--- src/rtl/mem_access_engine_pkg.sv ---
// Shared definitions for the block memory access engine: op encodings,
// FSM state encoding and default geometry.
package mem_access_engine_pkg;

  localparam int DEPTH_DEFAULT = 32;
  localparam int LEN_W_DEFAULT = 6;

  localparam logic [1:0] OP_COPY = 2'd0;
  localparam logic [1:0] OP_FILL = 2'd1;
  localparam logic [1:0] OP_SUM  = 2'd2;
  localparam logic [1:0] OP_RSVD = 2'd3;

  typedef enum logic [2:0] {
    ST_IDLE = 3'd0,
    ST_RD   = 3'd1,
    ST_WR   = 3'd2,
    ST_FL   = 3'd3,
    ST_SM   = 3'd4,
    ST_DONE = 3'd5
  } state_e;

endpackage

--- src/rtl/mem_access_range_check.sv ---
// Combinational command validation: rejects the reserved op and any region
// that would run past the end of memory. Sums are 33 bits so they cannot wrap.
module mem_access_range_check
  import mem_access_engine_pkg::*;
#(
  parameter int DEPTH = DEPTH_DEFAULT,
  parameter int LEN_W = LEN_W_DEFAULT
) (
  input  logic [1:0]       op,
  input  logic [31:0]      src_addr,
  input  logic [31:0]      dst_addr,
  input  logic [LEN_W-1:0] length,
  output logic             error
);

  logic [32:0] src_end;
  logic [32:0] dst_end;
  logic [32:0] limit;
  logic        uses_src;
  logic        uses_dst;

  always_comb begin
    src_end  = {1'b0, src_addr} + 33'(length);
    dst_end  = {1'b0, dst_addr} + 33'(length);
    limit    = 33'(DEPTH);
    uses_src = (op == OP_COPY) || (op == OP_SUM);
    uses_dst = (op == OP_COPY) || (op == OP_FILL);
    error    = (op == OP_RSVD)
            || (uses_src && (src_end > limit))
            || (uses_dst && (dst_end > limit));
  end

endmodule

--- src/rtl/mem_access_engine.sv ---
// Block COPY / FILL / SUM engine driving a single-port word memory with
// clocked write and combinational read. One command in flight at a time.
module mem_access_engine
  import mem_access_engine_pkg::*;
#(
  parameter int DEPTH = DEPTH_DEFAULT,
  parameter int LEN_W = LEN_W_DEFAULT
) (
  input  logic             clock,
  input  logic             reset,
  input  logic             start,
  input  logic [1:0]       op,
  input  logic [31:0]      src_addr,
  input  logic [31:0]      dst_addr,
  input  logic [LEN_W-1:0] length,
  input  logic [31:0]      fill_value,
  output logic             busy,
  output logic             done,
  output logic             error,
  output logic [31:0]      sum,
  output logic [31:0]      mem_address,
  output logic             mem_write_en,
  output logic [31:0]      mem_write_data,
  input  logic [31:0]      mem_read_data,
  output logic [2:0]       state_dbg
);

  // Handshake: start is a level sampled only in IDLE; the edge that sees it
  // accepts the command and raises busy. busy stays high through the single
  // done cycle; start while busy (including DONE) is dropped, never queued.

  state_e             state_q, state_d;
  logic [LEN_W-1:0]   idx_q, idx_d;
  logic [LEN_W-1:0]   len_q, len_d;
  logic [31:0]        src_q, src_d;
  logic [31:0]        dst_q, dst_d;
  logic [31:0]        fill_q, fill_d;
  logic [31:0]        data_q, data_d;
  logic [31:0]        sum_q, sum_d;
  logic               err_q, err_d;

  logic               range_err;
  logic               last;
  logic [LEN_W-1:0]   idx_inc;
  logic [31:0]        src_ptr;
  logic [31:0]        dst_ptr;

  mem_access_range_check #(
    .DEPTH (DEPTH),
    .LEN_W (LEN_W)
  ) u_range_check (
    .op       (op),
    .src_addr (src_addr),
    .dst_addr (dst_addr),
    .length   (length),
    .error    (range_err)
  );

  always_comb begin
    idx_inc = idx_q + LEN_W'(1);
    last    = ({1'b0, idx_q} + (LEN_W+1)'(1)) == {1'b0, len_q};
    src_ptr = src_q + 32'(idx_q);
    dst_ptr = dst_q + 32'(idx_q);
  end

  always_comb begin
    state_d = state_q;
    idx_d   = idx_q;
    len_d   = len_q;
    src_d   = src_q;
    dst_d   = dst_q;
    fill_d  = fill_q;
    data_d  = data_q;
    sum_d   = sum_q;
    err_d   = err_q;

    case (state_q)
      ST_IDLE: begin
        if (start) begin
          len_d  = length;
          src_d  = src_addr;
          dst_d  = dst_addr;
          fill_d = fill_value;
          idx_d  = '0;
          sum_d  = '0;
          err_d  = range_err;
          if (range_err || (length == '0)) begin
            state_d = ST_DONE;
          end else begin
            case (op)
              OP_COPY: state_d = ST_RD;
              OP_FILL: state_d = ST_FL;
              default: state_d = ST_SM;
            endcase
          end
        end
      end
      ST_RD: begin
        data_d  = mem_read_data;
        state_d = ST_WR;
      end
      ST_WR: begin
        idx_d   = idx_inc;
        state_d = last ? ST_DONE : ST_RD;
      end
      ST_FL: begin
        idx_d   = idx_inc;
        state_d = last ? ST_DONE : ST_FL;
      end
      ST_SM: begin
        sum_d   = sum_q + mem_read_data;
        idx_d   = idx_inc;
        state_d = last ? ST_DONE : ST_SM;
      end
      ST_DONE: begin
        state_d = ST_IDLE;
      end
      default: begin
        state_d = ST_IDLE;
      end
    endcase
  end

  always_ff @(posedge clock) begin
    if (reset) begin
      state_q <= ST_IDLE;
      idx_q   <= '0;
      len_q   <= '0;
      src_q   <= '0;
      dst_q   <= '0;
      fill_q  <= '0;
      data_q  <= '0;
      sum_q   <= '0;
      err_q   <= 1'b0;
    end else begin
      state_q <= state_d;
      idx_q   <= idx_d;
      len_q   <= len_d;
      src_q   <= src_d;
      dst_q   <= dst_d;
      fill_q  <= fill_d;
      data_q  <= data_d;
      sum_q   <= sum_d;
      err_q   <= err_d;
    end
  end

  // Memory port is a pure decode of state and registered pointers.
  always_comb begin
    mem_address    = '0;
    mem_write_en   = 1'b0;
    mem_write_data = '0;
    case (state_q)
      ST_RD, ST_SM: begin
        mem_address = src_ptr;
      end
      ST_WR: begin
        mem_address    = dst_ptr;
        mem_write_en   = 1'b1;
        mem_write_data = data_q;
      end
      ST_FL: begin
        mem_address    = dst_ptr;
        mem_write_en   = 1'b1;
        mem_write_data = fill_q;
      end
      default: begin
        mem_address = '0;
      end
    endcase
  end

  always_comb begin
    busy      = (state_q != ST_IDLE);
    done      = (state_q == ST_DONE);
    error     = done && err_q;
    sum       = sum_q;
    state_dbg = state_q;
  end

endmodule

--- config.mk ---
export PLATFORM = sky130hd
export DESIGN_NAME = mem_access_engine
export DESIGN_NICKNAME = d
export VERILOG_FILES = /design/src/rtl/mem_access_engine_pkg.sv /design/src/rtl/mem_access_range_check.sv /design/src/rtl/mem_access_engine.sv
export SDC_FILE = /design/constraint.sdc
export NUM_CORES = 1
export LEC_CHECK = 0
export CAP_MARGIN = 20
export CORE_UTILIZATION = 61
export CTS_BUF_LIST = sky130_fd_sc_hd__clkbuf_4 sky130_fd_sc_hd__clkbuf_8
export CTS_CLUSTER_DIAMETER = 80
export DETAILED_ROUTE_END_ITERATION = 8
export DONT_BUFFER_PORTS = 1
export PLACE_DENSITY_LB_ADDON = 0.12
export SYNTH_ARGS = -nofsm -noshare
export SYNTH_HDL_FRONTEND = slang
export SYNTH_HIERARCHICAL = 1
export SYNTH_SLANG_ARGS = --single-unit
--- constraint.sdc ---
create_clock -name clock -period 10.3 [get_ports clock]
set_clock_uncertainty 0.1 [all_clocks]
set_input_delay 1.545 -clock clock [delete_from_list [all_inputs] [get_ports clock]]
set_output_delay 1.545 -clock clock [all_outputs]
set_load 0.1 [all_outputs]
# After elaboration in Yosys (flattened, before gate mapping)
# Index checks and enable logic that the tools add are counted.
# word_totals
reg_bits,176
in_bits,139
output_inout_bits,103
# op_classes
addsub,7
order_cmp,2
eq_ne,10
mux,14
reduce_logical,20
# ops
cell,count
32-bit case mux with 2 select lines,3
32-bit by 6-bit adder with 33-bit output,2
33-bit by 6-bit greater-than comparator with 1-bit output (second input constant),2
32-bit by 6-bit adder with 32-bit output,2
32-bit adder,1
32-bit 2-to-1 mux,1
3-bit case mux with 5 select lines,1
3-bit 2-to-1 mux,4
6-bit case mux with 2 select lines,1
6-bit by 1-bit adder with 7-bit output (second input constant),1
7-bit by 6-bit equality test with 1-bit output,1
6-bit by 1-bit adder with 6-bit output (second input constant),1
3-bit by 2-bit equality test with 1-bit output (second input constant),2
3-bit equality test (second input constant),2
6-bit logical NOT,1
6-bit 2-to-1 mux,1
3-bit case mux with 2 select lines,1
2-bit AND reduction,3
1-bit logical OR,5
2-bit equality test (second input constant),2
2-bit nonzero test,2
2-bit OR reduction,2
3-bit by 1-bit equality test with 1-bit output (second input constant),1
1-bit logical AND,3
7 further kinds,8

# Depth between registers and ports, before layout
# Gate-level depths: netlist of the first run.
# depth
word_depth,9
depth_mapped,18
depth_no_buf,16

# Hierarchy
# Netlist of the first run, hierarchy kept.
# modules_own_cells
mod,instances,cells_per_inst,area_each_um2
mem_access_engine,1,1324,9808.2
mem_access_range_check,1,238,1717.9

# Worst setup path after synthesis of the first run
# No wires, ideal clock.
# synth_path
path_kind,register -> output
startpoint,"reg state_q[1], in the netlist state_dbg[1]"
endpoint,out mem_address[13]
arrival_time_ns,6.599
t_required_ns,8.655
slack_ns,2.056
stages_incl_launch_ff,17
path_cell_list,dfxtp_1 -> buf_6 -> nand2b_4 -> inv_1 -> buf_2 -> clkbuf_1 -> nand2_1 -> nand2_1 -> ha_1 -> a21o_1 -> a21o_1 -> a21o_1 -> a31oi_1 -> or2_1 -> buf_2 -> nor2_1 -> a311oi_1
# synth_between
elab_chain_len,3
# synth_rtl
element,line_no,source
"start, declared",mem_access_engine.sv:32,"state_e state_q, state_d;"
"start signal, assigned",mem_access_engine.sv:136,state_q <= state_d;
3-bit by 2-bit equality test with 1-bit output (tied with other cells),mem_access_engine.sv:153,case (state_q)
2-bit OR reduction (on tied branches),-,
32-bit case mux with 2 select lines (*),mem_access_engine.sv:153,
"end, declared",mem_access_engine.sv:21,"output logic [31:0] mem_address,"
# Mark *: on every way between the ends. The rest lies on a longest branch, timed or not.

# Worst setup path in the final report of the first run
# layout_path
startpoint,"reg state_q[2], in the netlist state_dbg[2]"
endpoint,out mem_address[26]
# Same word-level chain as after synthesis.

==> run_results.csv, run 1 <==
group,metric,value,unit
global_routing,grtUsageTotal,33.25,%
clock_network,post_cts_resized,0,
pwr,power_frac_seq,48.2,%
die,die_area,19450,sq um
setup_path,path_max_fanout,43,
min_path,hp-class,"register to register",
synth,netlist.area_leader.share,30.57,%
setup_path,critPathKind,"register to primary output",
setup_path,path_cells,"nand2b_4 > inv_1 > buf_4 > nand2_1 > nand2_1 > ha_1 > fa_1 > nand3_1 > a21boi_0 > o21ai_0 > a211oi_4 > nand2_4 > or3_1 > a21oi_2",
routing,routed_wl,32.58,mm
sta,timing.fmax,150.5,MHz
clock_network,cts-htree-levels,4,
pwr,power.leakage,4.590,nW
setup_path,worst_path_most_repeated_cell,"nand2_1",
finish,drive_above_1_share,9.586,%
pwr,p_sw,0.0007661,W
die,num_rows,49,
pwr,comb_power_share,26.9,%
sta,slew_viol_final,0,
global_routing,overflow,0,
sta,whs,0.3555,ns
synth,async_flop_share,0,%
synth,synthesis.area,11530,sq um
sta,setup_tns,0,ns
setup_path,cp.arrival,5.00,ns
sta,setup_violations,0,
clock_network,clk_latency,0.47,ns
synth,ys_seq_elements,176,
pwr,swShare,41.43,%
synth,synth_flop_cell,"dfxtp_1",
setup_path,worstPathRequired,8.66,ns
die,io_pins,242,
synth,synthTopCellsByCount,"nand2_1 (400), a21oi_1 (209), dfxtp_1 (176), nor2_1 (123), clkbuf_1 (70)",
clock_network,clkTransAtPathRegs,0.11,ns
synth,synth.distinct_cells,91,
sta,tightestPinTransition,1.190,ns
clock_network,cts_tree,"built",
setup_path,end_kind,"primary output",
pwr,clockPowerShare,24.9,%
clock_network,root_buffer,"clkbuf_8",
die,initial_utilization,63.09,%
pwr,p_int,0.001083,W
place,routabilityCongestion,0.9601,
flow_run,max-cap-violations,0,
global_routing,grt_max_degree,166,
routing,dr.pass1.iters,6,
sta,hold_violations,0,
routing,vias_per_cell,6.194,
synth,netlist_instances,1562,
clock_network,cts_setup_buffers,0,
synth,synth.net_count,1756,
finish,area_growth,6.187,%
sta,period_needed,6.642,ns
global_routing,grt_pass1_vias,10350,
clock_network,cts_inserted_buffers,17,
routing,drtAntennaViolNets,0,
pwr,vdd_drop_max,134.1,uV
run_status,status,"finished, final reports clean",
global_routing,antenna_found_initial,0,
place,portBuffers,0,
sta,finalCritPeriodShare,64.49,%
routing,first_iter_violations,653,
sta,slew_headroom,20.68,%
place,hpwl,24.41,mm
synth,synth_edf_count,0,
clock_network,clock_sinks,176,
clock_network,hold_buffers,0,
synth,yosysMostFrequentCell,"nand2_1",
setup_path,crit_slowest_cell,"a21oi_2",
pwr,powerDensity,151.1,nW/um^2
synth,synth_area_leaders,"dfxtp_1 (31%), nand2_1 (13%), a21oi_1 (9.1%), ha_1 (5.5%), mux2i_1 (4.8%)",
die,die-width,139.5,um
global_routing,grt_pass1_wl,51.87,mm
die,die_y,139.5,um
routing,wl_per_cell,18.60,um
sta,rsz0062_at_grt,"false",
setup_path,cpPeakStageDelay,0.90,ns
routing,vias,10850,
synth,yosys_warnings,6,
die,design.core.area,18270,sq um
routing,drc,0,
synth,seq_area_frac_synth,30.57,%
clock_network,cts_buffer_depth,2,
finish,nets,1704,
finish,antennaDiodeCount,0,
synth,syn_avg_cell_area,7.379,sq um
setup_path,critPathLaunchType,"register",
synth,synth.largest_area_cell,"dfxtp_1",
## critical path: cells and delay by family (launching register included)
family | cells | cell delay (ns)
compound gates | 4 | 1.99
fa+ha+maj | 2 | 0.40
buf+inv | 2 | 0.58
flops | 1 | 0.32
simple gates | 6 | 1.22
## path summary, 6_finish.rpt
path / cells after the start / slack (ns) / from / to
worst max-delay path: 14 / 3.66 / state_dbg[2] / mem_address[26]
worst min-delay path: 2 / 0.36 / data_q[26] / data_q[26]
worst max register to register: 10 / 6.57 / sum[0] / sum[28]
worst min register to register: 2 / 0.36 / data_q[26] / data_q[26]
## per-stage QoR
stage | cell area, sq um | worst slack (ns) | power, W | cells | utilization, %
floorplan | 11530 | 2.056 | 0.001292 | 1562 | -
global placement | 11820 | 4.334 | 0.001382 | 1717 | 64.68
finish | 12240 | 3.658 | 0.001849 | 1752 | 66.99
CTS | 12180 | 3.659 | 0.001843 | 1749 | 66.69
detailed placement | 11820 | 4.176 | 0.001392 | 1717 | 64.68
global route | 12240 | 3.395 | 0.001939 | 1752 | 66.99
## logic make-up after synthesis
group                    synth area share (%)
XOR/XNOR                                5.699
adder cells (fa/ha/maj)                 6.231
AND/OR/NAND/NOR                         27.74
buffers and inverters                   3.582
AO/OA/AOI/OAI                           20.46
multiplexers                            5.721
flip-flops                              30.57
## routing by layer
layer / routed length, um / GRT usage, % / up-vias
met5: 0 / 0 / -
li1: - / - / 5372
met3: 2642 / 9.532 / 75
met1: 12890 / 37.68 / 5025
met2: 15830 / 58.19 / 380
met4: 1225 / 14.21 / 0
## state kept, by name, summed over array words and instances (netlist names)
| register | flops |
|---|---|
| data_q | 32 |
| dst_q | 32 |
| fill_q | 32 |
| src_q | 32 |
| sum | 32 |
| idx_q | 6 |
| len_q | 6 |
| state_dbg | 3 |
| err_q | 1 |
## layout by cell type (no fill, tap or decap), types with 16 or more instances in the layout
master	instances
and3_1	20
xor2_1	38
nand3_1	60
xnor2_1	37
dfxtp_1	175
nand4_1	16
o21ai_0	30
nor2_2	55
a21oi_1	206
nor2_1	67
nor3_1	20
a31oi_1	16
ha_1	51
inv_1	16
nand2_1	399
a21o_1	26
clkbuf_8	17
mux2i_1	55
## power groups by stage
stage | clock network (W) | registers, W | logic, W
floorplan | 0 | 0.000887 | 0.000405
global placement | 0 | 0.000905 | 0.000478
detailed placement | 0 | 0.000906 | 0.000486
CTS | 0.000465 | 0.000890 | 0.000487
global route | 0.000496 | 0.000898 | 0.000545
finish | 0.000461 | 0.000891 | 0.000498
## area by class of cell
type                    instances  area [sq um]
multi-input cells            1284          7799
fillers                      1663          6031
flip-flops and latches        176          3527
well taps                     229         286.5
clock buffers                  19         249.0
repair buffers                 15         200.2
clock inverters                13         117.6
inverters                      16         60.06
No activity file was read; power rests on OpenSTA's default activity.
==> run 2, diff against run 1 <==
==> constraint.sdc (replaced) <==
create_clock -name clock -period 6.3 [get_ports clock]
set_clock_uncertainty 0.1 [all_clocks]
set_input_delay 0.945 -clock clock [delete_from_list [all_inputs] [get_ports clock]]
set_output_delay 0.945 -clock clock [all_outputs]
set_load 0.1 [all_outputs]
==> run_results.csv, run 2 (synthesis results as in run 1) <==
group,metric,value,unit
run_status,status,"finished, final reports clean",
place,portBuffers,0,
clock_network,cts_setup_buffers,0,
die,num_rows,49,
clock_network,cts_buffer_depth,2,
setup_path,rrSetupSlack,2.49,ns
die,io_pins,242,
clock_network,clock_sinks,176,
global_routing,grtUsageTotal,34.35,%
sta,slew_viol_final,0,
setup_path,worstPathRequired,5.25,ns
sta,timing.fmax,186.6,MHz
setup_path,cp.arrival,4.31,ns
die,die-width,139.5,um
setup_path,path_max_fanout,17,
clock_network,clk_latency,0.48,ns
finish,final_common_cell,"nand2_1",
global_routing,overflow,0,
pwr,powerDensity,241.2,nW/um^2
sta,finalCritPeriodShare,85.06,%
setup_path,crit_path_end,"mem_address[10]",
global_routing,grt_pass1_wl,53.40,mm
finish,fin_util,69.76,%
finish,area_growth,10.57,%
pwr,power.leakage,4.779,nW
setup_path,cpPeakStageDelay,0.54,ns
clock_network,post_cts_resized,0,
routing,routed_wl,33.64,mm
sta,period_needed,5.359,ns
finish,drive_above_1_share,11.16,%
setup_path,worst_path_most_repeated_cell,"nand2_1",
die,initial_utilization,63.09,%
clock_network,cts_inserted_buffers,17,
global_routing,grt_pass1_vias,10540,
finish,antennaDiodeCount,0,
die,die_area,19450,sq um
finish,nets,1731,
die,die_y,139.5,um
setup_path,worstReg2RegStart,"sum[0]",
routing,first_iter_violations,824,
setup_path,critPathLaunchType,"register",
die,design.core.area,18270,sq um
setup_path,end_kind,"primary output",
sta,setup_tns,0,ns
place,hpwl,24.92,mm
sta,slew_headroom,25.57,%
setup_path,crit_slowest_cell,"o21ai_0",
finish,final_cell_mix,"nand2_1 (399), a21oi_1 (206), dfxtp_1 (175)",
setup_path,critPathKind,"register to primary output",
min_path,hp-class,"register to register",
routing,vias,11150,
place,routabilityCongestion,0.9584,
routing,drtAntennaViolNets,0,
setup_path,crit_path_start,"state_dbg[2]",
sta,rsz0062_at_grt,"false",
setup_path,reg2reg_depth,10,
clock_network,cts-htree-levels,4,
routing,vias_per_cell,6.269,
global_routing,grt_max_degree,166,
routing,dr.pass1.iters,5,
setup_path,reg2reg_to,"sum[28]",
pwr,vdd_drop_max,162.6,uV
flow_run,max-cap-violations,0,
clock_network,cts_tree,"built",
routing,drc,0,
sta,tightestPinTransition,1.115,ns
routing,wl_per_cell,18.91,um
clock_network,hold_buffers,0,
setup_path,path_cells,"nand2b_4 > inv_1 > buf_4 > nand2_1 > nand2_1 > ha_1 > fa_1 > nand3_1 > a21boi_0 > o21ai_0 > nand2_1 > nand2b_1 > nor2_1 > or3_1 > a21oi_2 > buf_12",
sta,hold_violations,0,
clock_network,clkTransAtPathRegs,0.11,ns
global_routing,antenna_found_initial,0,
clock_network,root_buffer,"clkbuf_8",
sta,setup_violations,0,
[run 2: how the worst min path moves through the flow]
stage | to | from | cells after the start
2_1_floorplan | err_q | err_q | 2
3_3_place_gp | err_q | err_q | 2
3_5_place_dp | fill_q[15] | fill_q[15] | 2
4_1_cts | fill_q[14] | fill_q[14] | 2
5_1_grt | data_q[16] | data_q[16] | 2
6_report | data_q[18] | data_q[18] | 2
[run 2: power breakdown]
group	leakage (nW)	internal, W	switching (W)	total [W]
combinational	3.16	0.000295	0.000555	0.000850
clock	0.176	0.000291	0.000473	0.000764
sequential	1.44	0.00120	0.000256	0.00146
total	4.78	0.00179	0.00128	0.00307
[run 2: final cells by class]
cell class / count / area (sq um)
Sequential cell: 176 / 3527
Clock buffer: 17 / 234.0
Fill cell: 1561 / 5525
Tap cell: 229 / 286.5
Multi-Input combinational cell: 1284 / 7811
Clock inverter: 15 / 142.6
Timing Repair Buffer: 42 / 683.2
Inverter: 16 / 60.06
[run 2: worst max-delay path, delay by kind of cell, from the launching register on]
family                   cells  cell delay (ns)
AO/OA/AOI/OAI                3             0.86
buffers and inverters        3             0.65
adder cells (fa/ha/maj)      2             0.62
flip-flops                   1             0.34
AND/OR/NAND/NOR              8             1.36
[run 2: stage by stage]
stage                     instances  power, W  instance area [sq um]  hold slack (ns)  setup slack (ns)
after floorplan                1562  0.002117                  11570           0.3317           0.08605
after global placement         1747  0.002309                  12370           0.3350             1.621
after detailed placement       1747  0.002327                  12370           0.3400             1.504
after CTS                      1779  0.003082                  12740           0.3538            0.9702
after global routing           1779  0.003219                  12740           0.3681            0.6784
final                          1779  0.003074                  12740           0.3565            0.9413
[run 2: layer usage]
layer	GRT usage [%]	part of all wire, %
met5	0	0
met4	15.09	3.5
met3	6.779	6.9
met2	61.23	50
met1	39.78	40
